## config.mk

```make
export PLATFORM = sky130hd
export DESIGN_NAME = williams_mem_arbiter
export DESIGN_NICKNAME = d
export VERILOG_FILES = /design/src/rtl/williams_mem_pkg.sv /design/src/rtl/williams_dl_fifo.sv /design/src/rtl/williams_mem_arbiter.sv
export SDC_FILE = /design/constraint.sdc
export NUM_CORES = 1
export LEC_CHECK = 0
export CAP_MARGIN = 40
export CORE_UTILIZATION = 50
export DETAILED_ROUTE_END_ITERATION = 12
export PLACE_DENSITY_LB_ADDON = 0.2
export SETUP_SLACK_MARGIN = 0.5
export SLEW_MARGIN = 20
export SYNTH_ARGS = -nofsm -noshare
export SYNTH_HDL_FRONTEND = slang
export SYNTH_SLANG_ARGS = --single-unit
```

## constraint.sdc

```tcl
create_clock -name clk_sys -period 3.25 [get_ports clk_sys]
set_clock_uncertainty 0.15 [all_clocks]
set_input_delay 0.65 -clock clk_sys [delete_from_list [all_inputs] [get_ports clk_sys]]
set_output_delay 0.65 -clock clk_sys [all_outputs]
set_load 0.01 [all_outputs]
```

## src/rtl/williams_mem_pkg.sv

```systemverilog
// Shared types and sizing helpers for the Williams memory arbiter.
package williams_mem_pkg;

    localparam int MEM_AW       = 16;
    localparam int DL_DEPTH_DEF = 4;

    // Pointer width for a power-of-two FIFO depth (depth >= 2).
    function automatic int dl_ptr_w(input int depth);
        return $clog2(depth);
    endfunction

    localparam int DL_PTR_W = dl_ptr_w(DL_DEPTH_DEF);

    typedef enum logic [1:0] {
        IDLE    = 2'd0,
        CPU_ACC = 2'd1,
        DL_ACC  = 2'd2
    } slot_t;

    typedef struct packed {
        logic [MEM_AW-1:0] addr;
        logic [7:0]        data;
    } dl_entry_t;

    localparam int DL_ENTRY_W = $bits(dl_entry_t);

    // Tag that follows each memory access down the ack pipeline.
    typedef struct packed {
        logic vld;
        logic is_cpu;
        logic is_rd;
    } acc_tag_t;

endpackage

```

## src/rtl/williams_dl_fifo.sv

```systemverilog
// Download write buffer: small synchronous FIFO with occupancy count,
// registered almost-full flag and sticky overflow.
module williams_dl_fifo
    import williams_mem_pkg::*;
#(
    parameter int DEPTH = DL_DEPTH_DEF,
    localparam int PW   = dl_ptr_w(DEPTH)
) (
    input  logic                  clk_sys,
    input  logic                  reset,
    input  logic                  wr,
    input  logic                  rd,
    input  logic [DL_ENTRY_W-1:0] din,
    output logic [DL_ENTRY_W-1:0] dout,
    output logic [PW:0]           count,
    output logic                  almost_full,
    output logic                  overflow
);

    localparam logic [PW:0]   DEPTH_C  = (PW+1)'(DEPTH);
    localparam logic [PW:0]   ALMOST_C = (PW+1)'(DEPTH - 1);
    localparam logic [PW:0]   ONE_C    = (PW+1)'(1);
    localparam logic [PW-1:0] ONE_P    = PW'(1);

    logic [DL_ENTRY_W-1:0] store [DEPTH];
    logic [PW-1:0]         wptr;
    logic [PW-1:0]         rptr;
    logic                  full;
    logic                  do_push;
    logic                  do_pop;
    logic [PW:0]           count_next;

    // A pop frees the head slot in the same cycle, so a full FIFO still
    // accepts a coincident push.
    assign full    = (count == DEPTH_C);
    assign do_pop  = rd && (count != '0);
    assign do_push = wr && (!full || do_pop);
    assign dout    = store[rptr];

    // Next occupancy after this cycle's push/pop.
    always_comb begin
        count_next = count;
        if (do_push && !do_pop) begin
            count_next = count + ONE_C;
        end else if (do_pop && !do_push) begin
            count_next = count - ONE_C;
        end
    end

    // Pointers, occupancy and flags.
    always_ff @(posedge clk_sys) begin
        if (reset) begin
            wptr        <= '0;
            rptr        <= '0;
            count       <= '0;
            almost_full <= 1'b0;
            overflow    <= 1'b0;
        end else begin
            if (do_push) wptr <= wptr + ONE_P;
            if (do_pop)  rptr <= rptr + ONE_P;
            count       <= count_next;
            // One entry of slack remains for a strobe that coincides with
            // the flag rising.
            almost_full <= (count_next >= ALMOST_C);
            if (wr && full && !do_pop) overflow <= 1'b1;
        end
    end

    // Entry storage; contents are don't-care until written.
    always_ff @(posedge clk_sys) begin
        if (do_push) store[wptr] <= din;
    end

endmodule

```

## src/rtl/williams_mem_arbiter.sv

```systemverilog
// Shares one single-port synchronous memory between the CPU (fixed
// priority) and the buffered HPS download stream, with a starvation
// escape that forces a download slot when the CPU never lets go.
module williams_mem_arbiter
    import williams_mem_pkg::*;
#(
    parameter int AW         = MEM_AW,
    parameter int DL_DEPTH   = DL_DEPTH_DEF,
    parameter int STARVE_MAX = 15
) (
    input  logic          clk_sys,
    input  logic          reset,
    input  logic          cpu_req,
    input  logic          cpu_we,
    input  logic [AW-1:0] cpu_addr,
    input  logic [7:0]    cpu_din,
    output logic [7:0]    cpu_dout,
    output logic          cpu_ack,
    output logic          cpu_stall,
    input  logic          dl_wr,
    input  logic [AW-1:0] dl_addr,
    input  logic [7:0]    dl_data,
    output logic          dl_wait,
    output logic          dl_busy,
    output logic          dl_overflow,
    output logic          mem_en,
    output logic          mem_we,
    output logic [AW-1:0] mem_addr,
    output logic [7:0]    mem_din,
    input  logic [7:0]    mem_dout
);

    localparam int PW = dl_ptr_w(DL_DEPTH);
    localparam int SW = $clog2(STARVE_MAX + 1);
    localparam logic [SW-1:0] STARVE_C = SW'(STARVE_MAX);
    localparam logic [SW-1:0] ONE_S    = SW'(1);

    logic [PW:0]           fifo_count;
    logic [DL_ENTRY_W-1:0] head_bits;
    dl_entry_t             dl_in;
    dl_entry_t             dl_head;
    logic                  fifo_empty;
    logic                  dl_pop;
    logic                  cpu_take;
    slot_t                 slot;
    slot_t                 slot_next;
    acc_tag_t              tag_p1;
    acc_tag_t              tag_p2;
    logic [SW-1:0]         starve;

    assign dl_head = dl_entry_t'(head_bits);

    williams_dl_fifo #(
        .DEPTH (DL_DEPTH)
    ) u_dl_fifo (
        .clk_sys     (clk_sys),
        .reset       (reset),
        .wr          (dl_wr),
        .rd          (dl_pop),
        .din         (dl_in),
        .dout        (head_bits),
        .count       (fifo_count),
        .almost_full (dl_wait),
        .overflow    (dl_overflow)
    );

    // Slot decision for this cycle: forced download, then CPU, then
    // opportunistic download drain.
    always_comb begin
        dl_in.addr = MEM_AW'(dl_addr);
        dl_in.data = dl_data;
        fifo_empty = (fifo_count == '0);
        dl_pop     = !fifo_empty && (cpu_stall || !cpu_req);
        cpu_take   = cpu_req && !(cpu_stall && !fifo_empty);
        if (dl_pop) begin
            slot_next = DL_ACC;
        end else if (cpu_take) begin
            slot_next = CPU_ACC;
        end else begin
            slot_next = IDLE;
        end
    end

    // ---- stage p1: slot owner drives the registered memory port ----
    always_ff @(posedge clk_sys) begin
        if (reset) begin
            slot     <= IDLE;
            tag_p1   <= '0;
            mem_en   <= 1'b0;
            mem_we   <= 1'b0;
            mem_addr <= '0;
            mem_din  <= '0;
        end else begin
            slot <= slot_next;
            case (slot_next)
                DL_ACC: begin
                    tag_p1   <= '{vld: 1'b1, is_cpu: 1'b0, is_rd: 1'b0};
                    mem_en   <= 1'b1;
                    mem_we   <= 1'b1;
                    mem_addr <= AW'(dl_head.addr);
                    mem_din  <= dl_head.data;
                end
                CPU_ACC: begin
                    tag_p1   <= '{vld: 1'b1, is_cpu: 1'b1, is_rd: !cpu_we};
                    mem_en   <= 1'b1;
                    mem_we   <= cpu_we;
                    mem_addr <= cpu_addr;
                    mem_din  <= cpu_din;
                end
                default: begin
                    tag_p1 <= '0;
                    mem_en <= 1'b0;
                    mem_we <= 1'b0;
                end
            endcase
        end
    end

    // ---- stage p2: completion tag lines up with memory read data ----
    always_ff @(posedge clk_sys) begin
        if (reset) begin
            tag_p2 <= '0;
        end else begin
            tag_p2 <= tag_p1;
        end
    end

    // Starvation counter; the stall lasts one cycle because the forced pop
    // it causes clears the counter.
    always_ff @(posedge clk_sys) begin
        if (reset) begin
            starve    <= '0;
            cpu_stall <= 1'b0;
        end else begin
            cpu_stall <= (starve == STARVE_C) && !dl_pop;
            if (dl_pop || fifo_empty) begin
                starve <= '0;
            end else if (starve != STARVE_C) begin
                starve <= starve + ONE_S;
            end
        end
    end

    // Read data comes straight from the memory during the ack cycle.
    assign cpu_ack  = tag_p2.vld && tag_p2.is_cpu;
    assign cpu_dout = (cpu_ack && tag_p2.is_rd) ? mem_dout : 8'h00;
    assign dl_busy  = !fifo_empty || (slot == DL_ACC);

endmodule

```

# Yosys cells after proc, flatten, opt, wreduce, memory -nomap -nowiden
# Memories as Yosys holds them, arrays and structs flattened. A register that Yosys moved wholly into a read port is not among the register bits.
# Cells that the tools add are included.
# Widths: inputs -> output; s select.
# word_totals
regBits	48
latch_bits	0
ram_bits	96
mem_bits_ro	0
inputBits	61
wordCells	74
memories	1
# mem_list
memory	depth	width	read_ports	rd_clocked_by_memory_dff	wr	line	rtl
u_dl_fifo.store	4	24	1	1	1	williams_dl_fifo.sv:25	logic [DL_ENTRY_W-1:0] store [DEPTH];
# classes
addsub	5
n_mul	0
div	0
magnitude_cmp	1
eq_ne	6
n_shift	0
mux	14
bitwise	0
reduce_logical	29
# ops
cell	n
$pmux 16 s2	1
$pmux 8 s2	1
$logic_and 1x1->1	12
$logic_not 1->1	8
$mux 8	1
$mux 2	3
$mux 3	2
$pmux 3 s2	1
$add 2x1->2 const B	2
$add 4x1->4 const B	1
$eq 2x2->1 const B	2
$eq 4x4->1 const B	1
$logic_or 1x1->1	4
$mux 1	4
$ne 4x4->1 const B	1
$reduce_or 2->1	2
$add 3x1->3 const B	1
$eq 3x3->1 const B	1
$ge 3x2->1 const B	1
$logic_not 3->1	1
$reduce_bool 3->1	1
$sub 3x1->3 const B	1
$eq 2x1->1 const B	1
$pmux 1 s2	1
$reduce_bool 2->1	1

# Logic depth before layout (Yosys ltp)
# logic_depth
word_depth	11
mapped_depth	9

# Cells and area by module
# From an unflattened synthesis, not the netlist that was laid out.
# unflattened
cells_unflattened	399
area_unflattened_um2	5875.6
# modules_own_cells
module	instances	cells_per_inst	area_each_um2
williams_dl_fifo	1	202	4135.2
williams_mem_arbiter	1	197	1740.4

# Worst setup path before layout
# OpenSTA, ideal clock, no wires.
# synth_path
path_kind	input -> register
from	in cpu_req
to	mem u_dl_fifo.store[0][0] in the netlist's numbering, enable pin
t_arrival_ns	1.959
required_ns	2.717
path_slack_ns	0.758
cell_stages	4
n_path_buf	1
cell_sequence	buf_4 > and2b_4 > a31oi_2 > and2_1
# synth_via
elab_chain_cells	8
# synth_rtl
element	line	rtl
from (decl)	williams_mem_arbiter.sv:13	input logic cpu_req,
$logic_not 1->1	williams_mem_arbiter.sv:73	dl_pop = !fifo_empty && (cpu_stall || !cpu_req);
$logic_or 1x1->1	williams_mem_arbiter.sv:73	
$logic_and 1x1->1	williams_mem_arbiter.sv:73	
$logic_and 1x1->1	williams_dl_fifo.sv:36	assign do_pop = rd && (count != '0);
$logic_or 1x1->1	williams_dl_fifo.sv:37	assign do_push = wr && (!full || do_pop);
$logic_and 1x1->1	williams_dl_fifo.sv:37	
$mux 1	williams_dl_fifo.sv:71	if (do_push) store[wptr] <= din;
$mux 1 (implied by the code)	williams_dl_fifo.sv:71	
to (decl)	williams_dl_fifo.sv:25	
# No other way between the ends.

# Worst setup path in the final report
# layout_path
from	reg tag_p2[2] in the netlist's numbering
to	out cpu_dout[5]
# layout_via
elab_chain_cells	3
# layout_rtl
element	line	rtl
from (decl)	williams_mem_arbiter.sv:48	acc_tag_t tag_p2;
from (signal assigned)	williams_mem_arbiter.sv:124	tag_p2 <= tag_p1;
$logic_and 1x1->1	williams_mem_arbiter.sv:145	assign cpu_ack = tag_p2.vld && tag_p2.is_cpu;
$logic_and 1x1->1	williams_mem_arbiter.sv:146	assign cpu_dout = (cpu_ack && tag_p2.is_rd) ? mem_dout : 8'h00;
$mux 8	williams_mem_arbiter.sv:146	
to (decl)	williams_mem_arbiter.sv:17	output logic [7:0] cpu_dout,
# No other way between the ends.

==> metrics.md <==
| Metric | Value |
|---|---|
| Status | `finished clean` |
| Worst hold path type | `reg2reg` |
| CTS H-tree depth | `4` |
| Core area | `around 11000 sq um` |
| Largest family of logic cells by synthesized area | `multiplexers` |
| WHS | `approximately 300 ps` |
| Synth Register Bits | `between 100 and 150` |
| Initial DRC count | `135` |
| Clock slew at reported path FFs | `about 60 ps` |
| Clk buf depth | `2` |
| Least-Margin Pin Slew | `between 700 and 800 ps` |
| Final Hold Vio Count | `0` |
| EDFF count, synth | `96` |
| Mean Syn Cell Area | `15.9 sq um` |
| R2R Setup Slk | `1210 ps` |
| GRT Util Overall | `between 10% and 20%` |
| Syn-to-layout area delta | `32.1%` |
| CTS Sinks | `144` |
| Setup CP Type | `reg2out` |
| Crit share post-route | `about four fifths` |
| Overflow after GRT | `0` |
| Antenna Cells | `0` |
| CTS tree | `built` |
| DRC viols | `0` |
| Io pins | `100` |
| Synth async-reset ratio | `0%` |
| Data required, critical path | `between 2000 and 2500 ps` |
| Synth top cells by count | `edfxtp_1, dfxtp_1, nand2_1` |
| Startpoint Class | `register` |
| Syn Nets | `423` |
| Clock Tree Root | `clkbuf_8` |
| Final worst path period need | `2620 ps` |
| Synth Cell Area | `5610 sq um` |
| Tot Pwr | `between 5 and 6 mW` |
| Post-synth cell types | `between 40 and 50` |
| Final Util | `approximately 70%` |
| CP max stage cell | `clkdlybuf4s50_1` |
| Drt wl/cell | `about 17 um` |
| Top cell type's share of synthesized area | `between 50% and 60%` |
| Routed vias | `3252` |
| Pin count of the biggest net entering global routing | `27` |
| Die ar. | `about 12000 sq um` |
| Mux share of post-synthesis cell area | `about 14%` |
| # rows | `38` |
| RD Place Congestion | `0.755` |
| Yosys warns | `0` |
| Hold path startpoint | `mem_addr[14]` |
| Fin. max-slew vios | `0` |
| HPWL Detailed | `a little under 7000 um` |
| Synth area leader | `edfxtp_1` |
| Nets@finish | `about 540` |
| Crit-path cells | `and3_1 -> and2_1 -> clkdlybuf4s50_1` |
| Fill cells | `746` |
| Post-route ant nets | `0` |
| Number of detailed-route iterations in the first pass | `4` |
| Final wirelength | `roughly 10000 um` |
| First-pass GRT wire length | `around 16000 um` |
| Adder-cell share of the synthesized area | `between 1.5 and 2%` |
| Post-Synth Simple-Gate Area | `under 10%` |
| Crit path max fanout | `8` |
| Crit path largest cell delay | `~540 ps` |
| Grt met2 use | `about a third` |
| Starting Density | `roughly 52%` |
| Share of cells above drive strength 1 | `between 10% and 20%` |
| Max-cap viol count | `0` |
| Crit path launch | `tag_p2[2]` |
| Top post-synthesis cells by area | `edfxtp_1, dfxtp_1, mux4_2, mux2i_1, nand2_1` |
| Relative slew slack | `roughly half` |
| VDD IR-drop max | `560 uV` |
| Die Span Y | `roughly 110 um` |
| Met1 Usage GRT | `between 20% and 30%` |
| Most instantiated library cell after synthesis | `edfxtp_1` |
| Setup TNS Final | `0 ps` |
| Pleak | `around 2.6 nW` |
| CTS buffer count | `17` |
| Top_reg_cell synth | `edfxtp_1` |
| Vias in the first global route | `3197` |
| Vias per cell | `5.25` |
| Crit path DAT | `1820 ps` |
| Port bufs | `just under 100` |
| Syn Inst Count | `between 300 and 400` |
| Gr busiest metal | `met2` |
| Clk_lat worst skew | `approximately 530 ps` |
| Synth Area in Compound Gates | `around 4.4%` |
| RSZ-0062 raised after global routing | `no` |
| Chip width | `between 100 and 150 um` |
| F_max | `0.381 GHz` |
| Seq/Total Area, Yosys | `between 60 and 70%` |
| Final setup violation count | `0` |
| CP Capture Type | `primary output` |
| M3 GR Usage | `roughly 5.5%` |
| Initial antenna violation count | `0` |
| PD cells | `753 nW/um^2` |
| Hold-fix buffers, CTS | `0` |
| Post-Synth XOR/XNOR Area | `less than 1%` |
-- placed cells by master, fill, tap and decap left out, types with 3 or more instances in the layout --
cell type / count
o21ai_0: 9
nand2_1: 28
mux4_2: 24
nor2_1: 17
clkdlybuf4s50_1: 98
dfxtp_1: 46
buf_12: 4
inv_1: 7
clkbuf_16: 16
nor3_1: 5
nor2b_1: 3
mux2i_1: 27
bufinv_16: 4
clkinv_2: 4
ha_1: 7
buf_4: 7
clkbuf_1: 3
xnor2_1: 3
and2_1: 14
o21ai_1: 20
edfxtp_1: 96
-- power by group --
| part | switching (mW) | total, mW | internal (mW) |
|---|---|---|---|
| sequential | 0.146 | 2.34 | 2.20 |
| combinational | 0.590 | 1.30 | 0.710 |
| clock | 0.701 | 1.94 | 1.24 |
| total | 1.44 | 5.58 | 4.14 |
-- logic make-up after synthesis --
logic type / Yosys count
flops: 144
simple gates: 80
mux: 51
compound gates: 42
buf+inv: 24
fa+ha+maj: 8
xor+xnor: 5
-- flip-flops by register name, summed over array words and instances, names as in the netlist, 2 cells and up, named ones only --
name	cells
starve	4
mem_din	8
u_dl_fifo.count	3
u_dl_fifo.rptr	2
u_dl_fifo.store	96
slot	2
tag_p2	3
u_dl_fifo.wptr	2
mem_addr	16
-- worst max-delay path, delay by kind of cell, from the launching register on --
family	cells	cell delay, ps
flops	1	330
buf+inv	1	540
simple gates	2	430
-- routing by layer --
metal	up-vias	wire length, um	share of wire (%)
met5	-	0	0
met4	0	187	1.8
met3	15	685	6.5
met2	99	5200	50
met1	1579	4400	42
li1	1559	-	-
-- stage by stage --
stage / instance area, sq um / cells / setup WS [ps]
CTS: 7410 / 620 / 525
floorplan: 5610 / 354 / 758
global placement: 6800 / 588 / 483
finish: 7410 / 620 / 627
global route: 7410 / 620 / 507
detailed placement: 6800 / 588 / 456
-- repair_timing --
item	4_1_cts	5_1_grt
gates cloned	0	0
endpoints found under the setup margin	1	1
pin swaps	0	1
buffers inserted	0	0
gates resized for setup	5	2
-- worst paths after layout --
path	endpoint	cells after the start
max	cpu_dout[5]	3
min	mem_addr[14]	2
max reg2reg	mem_din[3]	4
min reg2reg	mem_addr[14]	2
-- layout make-up --
cell class	count	area [sq um]	share of cell area [%]
tap	140	175	2.36
clock inverter	12	168	2.26
sequential	144	3850	51.9
timing repair buffer	110	1120	15.2
inverter	8	30.0	0.405
multi-input combinational	186	1640	22.2
clock buffer	20	425	5.74
(Power assumes the default switching activity.)
